File: config.mk
export PLATFORM = sky130hd
export DESIGN_NAME = pwm_peripheral
export DESIGN_NICKNAME = d
export VERILOG_FILES = /design/src/rtl/pwm_peripheral.sv
export SDC_FILE = /design/constraint.sdc
export NUM_CORES = 1
export LEC_CHECK = 0
export ABC_AREA = 1
export BUFFER_PORTS_ARGS = -buffer_cell sky130_fd_sc_hd__clkbuf_2
export CAP_MARGIN = 20
export CORE_ASPECT_RATIO = 1.4
export CORE_MARGIN = 5
export CORE_UTILIZATION = 45
export DETAILED_ROUTE_END_ITERATION = 8
export PLACE_DENSITY_LB_ADDON = 0.08
export SYNTH_ARGS = -nofsm -noshare
export SYNTH_HDL_FRONTEND = slang
export SYNTH_SLANG_ARGS = --single-unit
File: constraint.sdc
create_clock -name clk -period 3 [get_ports clk]
set_input_delay 0 -clock clk [delete_from_list [all_inputs] [get_ports clk]]
set_output_delay 0 -clock clk [all_outputs]
set_load 0.01 [all_outputs]
File: src/rtl/pwm_peripheral.sv
// 16-pin PWM driver fed by the SPI register block; one shared ~3 kHz waveform.
// Define PWM_SHADOW_DUTY_EN to load the duty only at period boundaries.
module pwm_peripheral #(
    parameter int unsigned CLK_DIV = 13
) (
    input  logic        clk,
    input  logic        rst_n,
    input  logic [15:0] en_out,
    input  logic [15:0] en_pwm,
    input  logic [7:0]  pwm_duty,
    output logic [15:0] out,
    output logic        period_start
);

    localparam logic [15:0] DIV_MAX = 16'(CLK_DIV - 1);

    logic [15:0] prescaler;
    logic [7:0]  pwm_cnt;
    logic [7:0]  duty_active;
    logic        tick;
    logic        wrap;
    logic        level;

    assign tick  = (prescaler == DIV_MAX);
    assign wrap  = tick && (pwm_cnt == 8'hFF);
    // Full scale is special-cased so 0xFF never drops for the last step.
    assign level = (duty_active == 8'hFF) || (pwm_cnt < duty_active);

    always_ff @(posedge clk) begin
        if (!rst_n) begin
            prescaler    <= 16'd0;
            pwm_cnt      <= 8'd0;
            duty_active  <= 8'd0;
            out          <= 16'h0000;
            period_start <= 1'b0;
        end else begin
            prescaler    <= tick ? 16'd0 : prescaler + 16'd1;
            if (tick) begin
                pwm_cnt <= pwm_cnt + 8'd1;
            end
            period_start <= wrap;
            out          <= en_out & (~en_pwm | {16{level}});
`ifdef PWM_SHADOW_DUTY_EN
            if (wrap) begin
                duty_active <= pwm_duty;
            end
`else
            duty_active  <= pwm_duty;
`endif
        end
    end

endmodule

==> flow_summary_export.csv, run 1 <==
group,metric,value,unit
run_status,run_status,"finished clean",
die,io_pins,59,
worst_setup_path,r2r-start,"pwm_cnt[5]",
logic_synthesis,yosysTopAreaCellShare,0.403,
power_and_ir_drop,p_total,1.24,mW
die,initial_core_util,0.465,
die,dieArea,7010,µm²
worst_setup_path,worstSetupEndpointType,"flop",
sta,rsz0062_at_grt,"false",
route,drtPass1Iterations,6,
clock_tree,cts_tree,"yes",
logic_synthesis,synthCells,347,
power_and_ir_drop,p_leak,1.65,nW
worst_setup_path,path_max_fanout,16,
logic_synthesis,syn_area,2440,µm²
logic_synthesis,synthFlopType,"dfxtp_1",
worst_setup_path,reg2reg_depth,9,
route,wl_per_cell,11.3,µm
logic_synthesis,ys_top_cells_by_area,"dfxtp_1 40%, nand2_1 14%, inv_1 11%",
placement,dpl-instance-area,2760,µm²
worst_setup_path,path_cells,"ha_1, a21oi_1, nor2_1, nor3_1, nand2_2, nand3_1, nand2_1, dlygate4sd3_1, inv_1",
cells_and_area,most-common-layout-cells,"93 x nand2_1, 74 x inv_1, 58 x clkbuf_2, 49 x dfxtp_1, 40 x dlygate4sd3_1",
route,via_count,2412,
hold_path,hold_path.class,"input pin to flop",
sta,tns,0,ns
clock_tree,root_buffer,"clkbuf_8",
die,rows,31,
placement,routabilityCongestion,0.840,
cells_and_area,syn_to_final_growth,33.4,%
sta,drv_slew,0,
sta,fin_crit,2.23,ns
clock_tree,ctsHtreeMaxLevel,2,
grt,grtUsageTotal,0.174,
worst_setup_path,cp_slowest_stage_delay,0.58,ns
sta,max_freq,449,MHz
logic_synthesis,synth-edff-count,0,
clock_tree,clock_path_buffers,2,
cells_and_area,drive_gt1_frac,0.184,
placement,place_inst,465,
worst_setup_path,reg2reg_to,"out[7]",
sta,fin_crit_sh,0.743,
die,core-area,5240,µm²
worst_setup_path,critPathLaunchType,"flop",
sta,clock-skew-final,0.00614,ns
power_and_ir_drop,power_density,381,nW/µm²
worst_setup_path,cpMaxStageDelayCell,"dlygate4sd3_1",
worst_setup_path,crit_path_end,"out[7]",
sta,hold_slack,0.291,ns
sta,tightest_slew,0.616,ns
clock_tree,clkTransAtPathRegs,0.09,ns
power_and_ir_drop,peakVddDrop,0.234,mV
clock_tree,clock-sinks,49,
cells_and_area,antenna_cells,0,
die,die_h,97.1,µm
die,die_x,72.2,µm
route,drt-total-wl,5.77,mm
logic_synthesis,ys_async_sr_fraction,0,
worst_setup_path,r2r_slack,0.77,ns
sta,setup_viol,0,
grt,grt_pass1_vias,2459,
worst_setup_path,critPathArrivalTime,2.48,ns
grt,grt_max_degree,30,
logic_synthesis,avgSynthCellArea,7.02,µm²
route,drt_iter0_drc,103,
cells_and_area,final_cell_count_no_fill,512,
route,drcViolationCount,0,
grt,antenna_found_initial,0,
grt,grt_pass1_wl,9.98,mm
logic_synthesis,ys_seq_area_frac,0.403,
logic_synthesis,synth_warnings,0,
clock_tree,postCtsSetupBuffers,0,
worst_setup_path,critPathKind,"flop to flop",
clock_tree,clk_latency,0.30,ns
cells_and_area,layout.cells.most_common,"nand2_1",
route,ant_nets,0,
clock_tree,numCtsBuffers,5,
grt,grt_overflow,0,
sta,maxSlewHeadroom,0.589,
logic_synthesis,synth.distinct_cells,27,
route,vias_per_cell,4.71,
run,drv_cap,0,
worst_setup_path,cp.required,3.25,ns
placement,port_buffers,58,
logic_synthesis,ys_ff_latch,49,
sta,hold_viol,0,
logic_synthesis,synthesis.nets,399,
cells_and_area,fin_area,3250,µm²
worst_setup_path,cp-startpoint,"pwm_cnt[5]",
logic_synthesis,yosys.area.top_type,"dfxtp_1",
placement,hpwl,4.09,mm
cells_and_area,layout.nets,498,
-- flip-flops by register name, summed over array words and instances, names as in the netlist --
| signal | count |
|---|---|
| prescaler | 16 |
| duty_active | 8 |
| out | 16 |
| period_start | 1 |
| pwm_cnt | 8 |
-- logic make-up (layout without fill, tap and decap cells) --
group           after synthesis  in the layout  share of synthesized area
compound gates               23             23                     0.0483
xor+xnor                      8              8                     0.0288
fa+ha+maj                    10             10                     0.0514
buf+inv                      83            182                      0.141
flops                        49             49                      0.403
simple gates                174            174                      0.328
-- routing by layer --
layer,track usage,wire (µm)
met1,0.161,2130
met2,0.356,3340
met3,0.0321,210
met4,0.0579,90
met5,0,0
-- final cells by class --
class / count / area, µm²
fill: 473 / 1990
multi-input combinational: 215 / 1110
sequential: 49 / 981
timing repair buffer: 98 / 691
inverter: 77 / 294
clock buffer: 6 / 82.6
tap: 66 / 82.6
clock inverter: 1 / 7.51
-- per-stage QoR --
stage	setup WS, ns	utilization
floorplan	1.56	-
global placement	1.47	0.527
detailed placement	1.41	0.527
CTS	0.854	0.621
global route	0.597	0.621
finish	0.771	0.621
-- cells in the mapped netlist, drive strengths merged, types with 4 or more instances --
cell type,instances
ha,10
nand2,99
inv,76
dfxtp,49
nor2,25
nand3,27
nor3,9
a21oi,18
xor2,7
nand4,11
o21ai,4
buf,6
-- power breakdown --
group / internal (mW) / switching [mW]
sequential: 0.672 / 0.00825
combinational: 0.0848 / 0.0704
clock: 0.183 / 0.222
total: 0.940 / 0.300
-- repair_timing --
action,in CTS,in global routing
gates resized for setup,0,0
hold buffers,40,0
hold endpoints to repair,24,0
-- worst min path at each step --
stage                            from             end  depth (start not counted)
final                           rst_n  duty_active[1]                          3
after global routing            rst_n  duty_active[3]                          3
after CTS                       rst_n  duty_active[6]                          3
after detailed placement  pwm_duty[4]  duty_active[4]                          3
after global placement    pwm_duty[2]  duty_active[2]                          3
after floorplan           pwm_duty[0]  duty_active[0]                          2
-- critical path, delay by kind of cell, from the launching register on --
| family | cells | cell delay, ns |
|---|---|---|
| adder cells (fa/ha/maj) | 1 | 0.32 |
| flip-flops | 1 | 0.35 |
| AND/OR/NAND/NOR | 5 | 0.71 |
| buffers and inverters | 2 | 0.64 |
| AO/OA/AOI/OAI | 1 | 0.17 |
Power figures use the tool's default switching activity.
==> run 2, diff against run 1 <==
==> constraint.sdc (replaced) <==
create_clock -name clk -period 2 [get_ports clk]
set_input_delay 0 -clock clk [delete_from_list [all_inputs] [get_ports clk]]
set_output_delay 0 -clock clk [all_outputs]
set_load 0.01 [all_outputs]
==> flow_summary_export.csv, run 2 (same netlist as run 1, synthesis figures left out) <==
group,metric,value,unit
route,ant_nets,0,
power_and_ir_drop,power_density,601,nW/µm²
cells_and_area,layout.nets,499,
cells_and_area,syn_to_final_growth,34.9,%
cells_and_area,drive_gt1_frac,0.185,
worst_setup_path,cp_slowest_stage_delay,0.35,ns
cells_and_area,fillers,487,
worst_setup_path,crit_family,"simple AND/OR/NAND/NOR gates",
worst_setup_path,cpMaxStageDelayCell,"dfxtp_1",
die,dieArea,7010,µm²
worst_setup_path,path_cells,"ha_1, a21oi_1, nor2_1, nor3_1, nand2_2, nand3_1, nand2_1, inv_1",
die,die_h,97.1,µm
placement,port_buffers,58,
route,drcViolationCount,0,
route,drt-total-wl,5.74,mm
clock_tree,clkTransAtPathRegs,0.09,ns
sta,hold_viol,0,
sta,max_freq,639,MHz
grt,grt_max_degree,18,
sta,clock-skew-final,0.00740,ns
grt,grt_overflow,0,
sta,rsz0062_at_grt,"false",
die,io_pins,59,
sta,fin_crit,1.57,ns
cells_and_area,layout.cells.most_common,"nand2_1",
grt,antenna_found_initial,1,
sta,drv_slew,0,
run,drv_cap,0,
clock_tree,numCtsBuffers,5,
worst_setup_path,cp.required,2.24,ns
worst_setup_path,worstSetupEndpointType,"flop",
clock_tree,root_buffer,"clkbuf_8",
cells_and_area,reg_top3,"out: 16 flops, prescaler: 16 flops",
clock_tree,cts_tree,"yes",
cells_and_area,most-common-layout-cells,"93 x nand2_1, 74 x inv_1, 58 x clkbuf_2, 49 x dfxtp_1, 40 x dlygate4sd3_1",
sta,tightest_slew,0.569,ns
sta,fin_crit_sh,0.783,
grt,grt_pass1_vias,2368,
die,die_x,72.2,µm
sta,setup_viol,0,
worst_setup_path,critPathArrivalTime,1.81,ns
cells_and_area,multi_input_area,1110,µm²
power_and_ir_drop,peakVddDrop,0.334,mV
power_and_ir_drop,p_leak,1.69,nW
placement,dpl-instance-area,2770,µm²
worst_setup_path,r2r_slack,0.43,ns
die,initial_core_util,0.465,
grt,grtUsageTotal,0.176,
sta,maxSlewHeadroom,0.620,
placement,hpwl,4.01,mm
clock_tree,ctsHtreeMaxLevel,2,
run_status,run_status,"finished clean",
worst_setup_path,path_max_fanout,16,
worst_setup_path,critPathKind,"flop to flop",
grt,grt_pass1_wl,10.1,mm
route,drtPass1Iterations,4,
hold_path,hold_path.class,"input pin to flop",
route,wl_per_cell,11.1,µm
worst_setup_path,critPathLaunchType,"flop",
clock_tree,clock-sinks,49,
route,drt_iter0_drc,138,
route,via_count,2391,
die,rows,31,
cells_and_area,finish.utilization,0.628,
placement,routabilityCongestion,0.827,
cells_and_area,fin_area,3290,µm²
worst_setup_path,cp.buffers_inverters,1,
cells_and_area,ff_latch_area,981,µm²
sta,tns,0,ns
route,vias_per_cell,4.64,
die,core-area,5240,µm²
clock_tree,clk_latency,0.29,ns
clock_tree,clock_path_buffers,2,
## run 2: changes by cell type in the layout (fill, tap and decap cells not counted)
cell	previous run	this run
buf_4	0	1
bufinv_16	0	1
clkbuf_1	0	1
clkinvlp_4	1	0
diode_2	0	1
## run 2: what timing repair did
item,4_1_cts,5_1_grt
resized for setup,0,0
buffers inserted,0,0
hold buffers,40,0
endpoints found under the hold margin,24,0
endpoints found under the setup margin,0,0
## run 2: worst min-delay path, cell delays in order
cell      delay, ns
clkbuf_2       0.22
nand2_1        0.13
nor3_1         0.04
## run 2: layout make-up
class                      instances  share of cell area
timing repair buffer              99               0.212
clock inverter                     1             0.00914
tap                               66              0.0251
antenna                            1            0.000761
multi-input combinational        215               0.338
inverter                          77              0.0895
sequential                        49               0.298
clock buffer                       7              0.0263
## run 2: metrics by stage
stage          setup WS (ns)  std cells  power (mW)  hold WS (ns)
4_1_cts                0.409        514        2.01         0.127
3_5_place_dp           0.427        466        1.21         0.183
2_1_floorplan          0.557        347        1.14        0.0976
3_3_place_gp           0.461        466        1.21         0.181
6_report               0.434        515        1.97         0.142
5_1_grt                0.227        515        2.07         0.153
## run 2: layer usage
layer | up-vias | wire length, µm | track usage
met1 | 1072 | 2030 | 0.162
met2 | 44 | 3330 | 0.349
met3 | 17 | 187 | 0.0352
li1 | 1258 | - | -
met5 | - | 0 | 0
met4 | 0 | 197 | 0.0825
## run 2: report_power, final
| part | switching (mW) | internal (mW) |
|---|---|---|
| logic | 0.106 | 0.126 |
| registers | 0.0125 | 1.01 |
| clock network | 0.314 | 0.408 |
| total | 0.432 | 1.54 |
## run 2: final timing paths
check               start            to  cells past startpoint
max            pwm_cnt[5]        out[1]                      8
min                 rst_n  period_start                      3
max reg2reg    pwm_cnt[5]        out[1]                      8
min reg2reg  prescaler[0]  prescaler[0]                      1
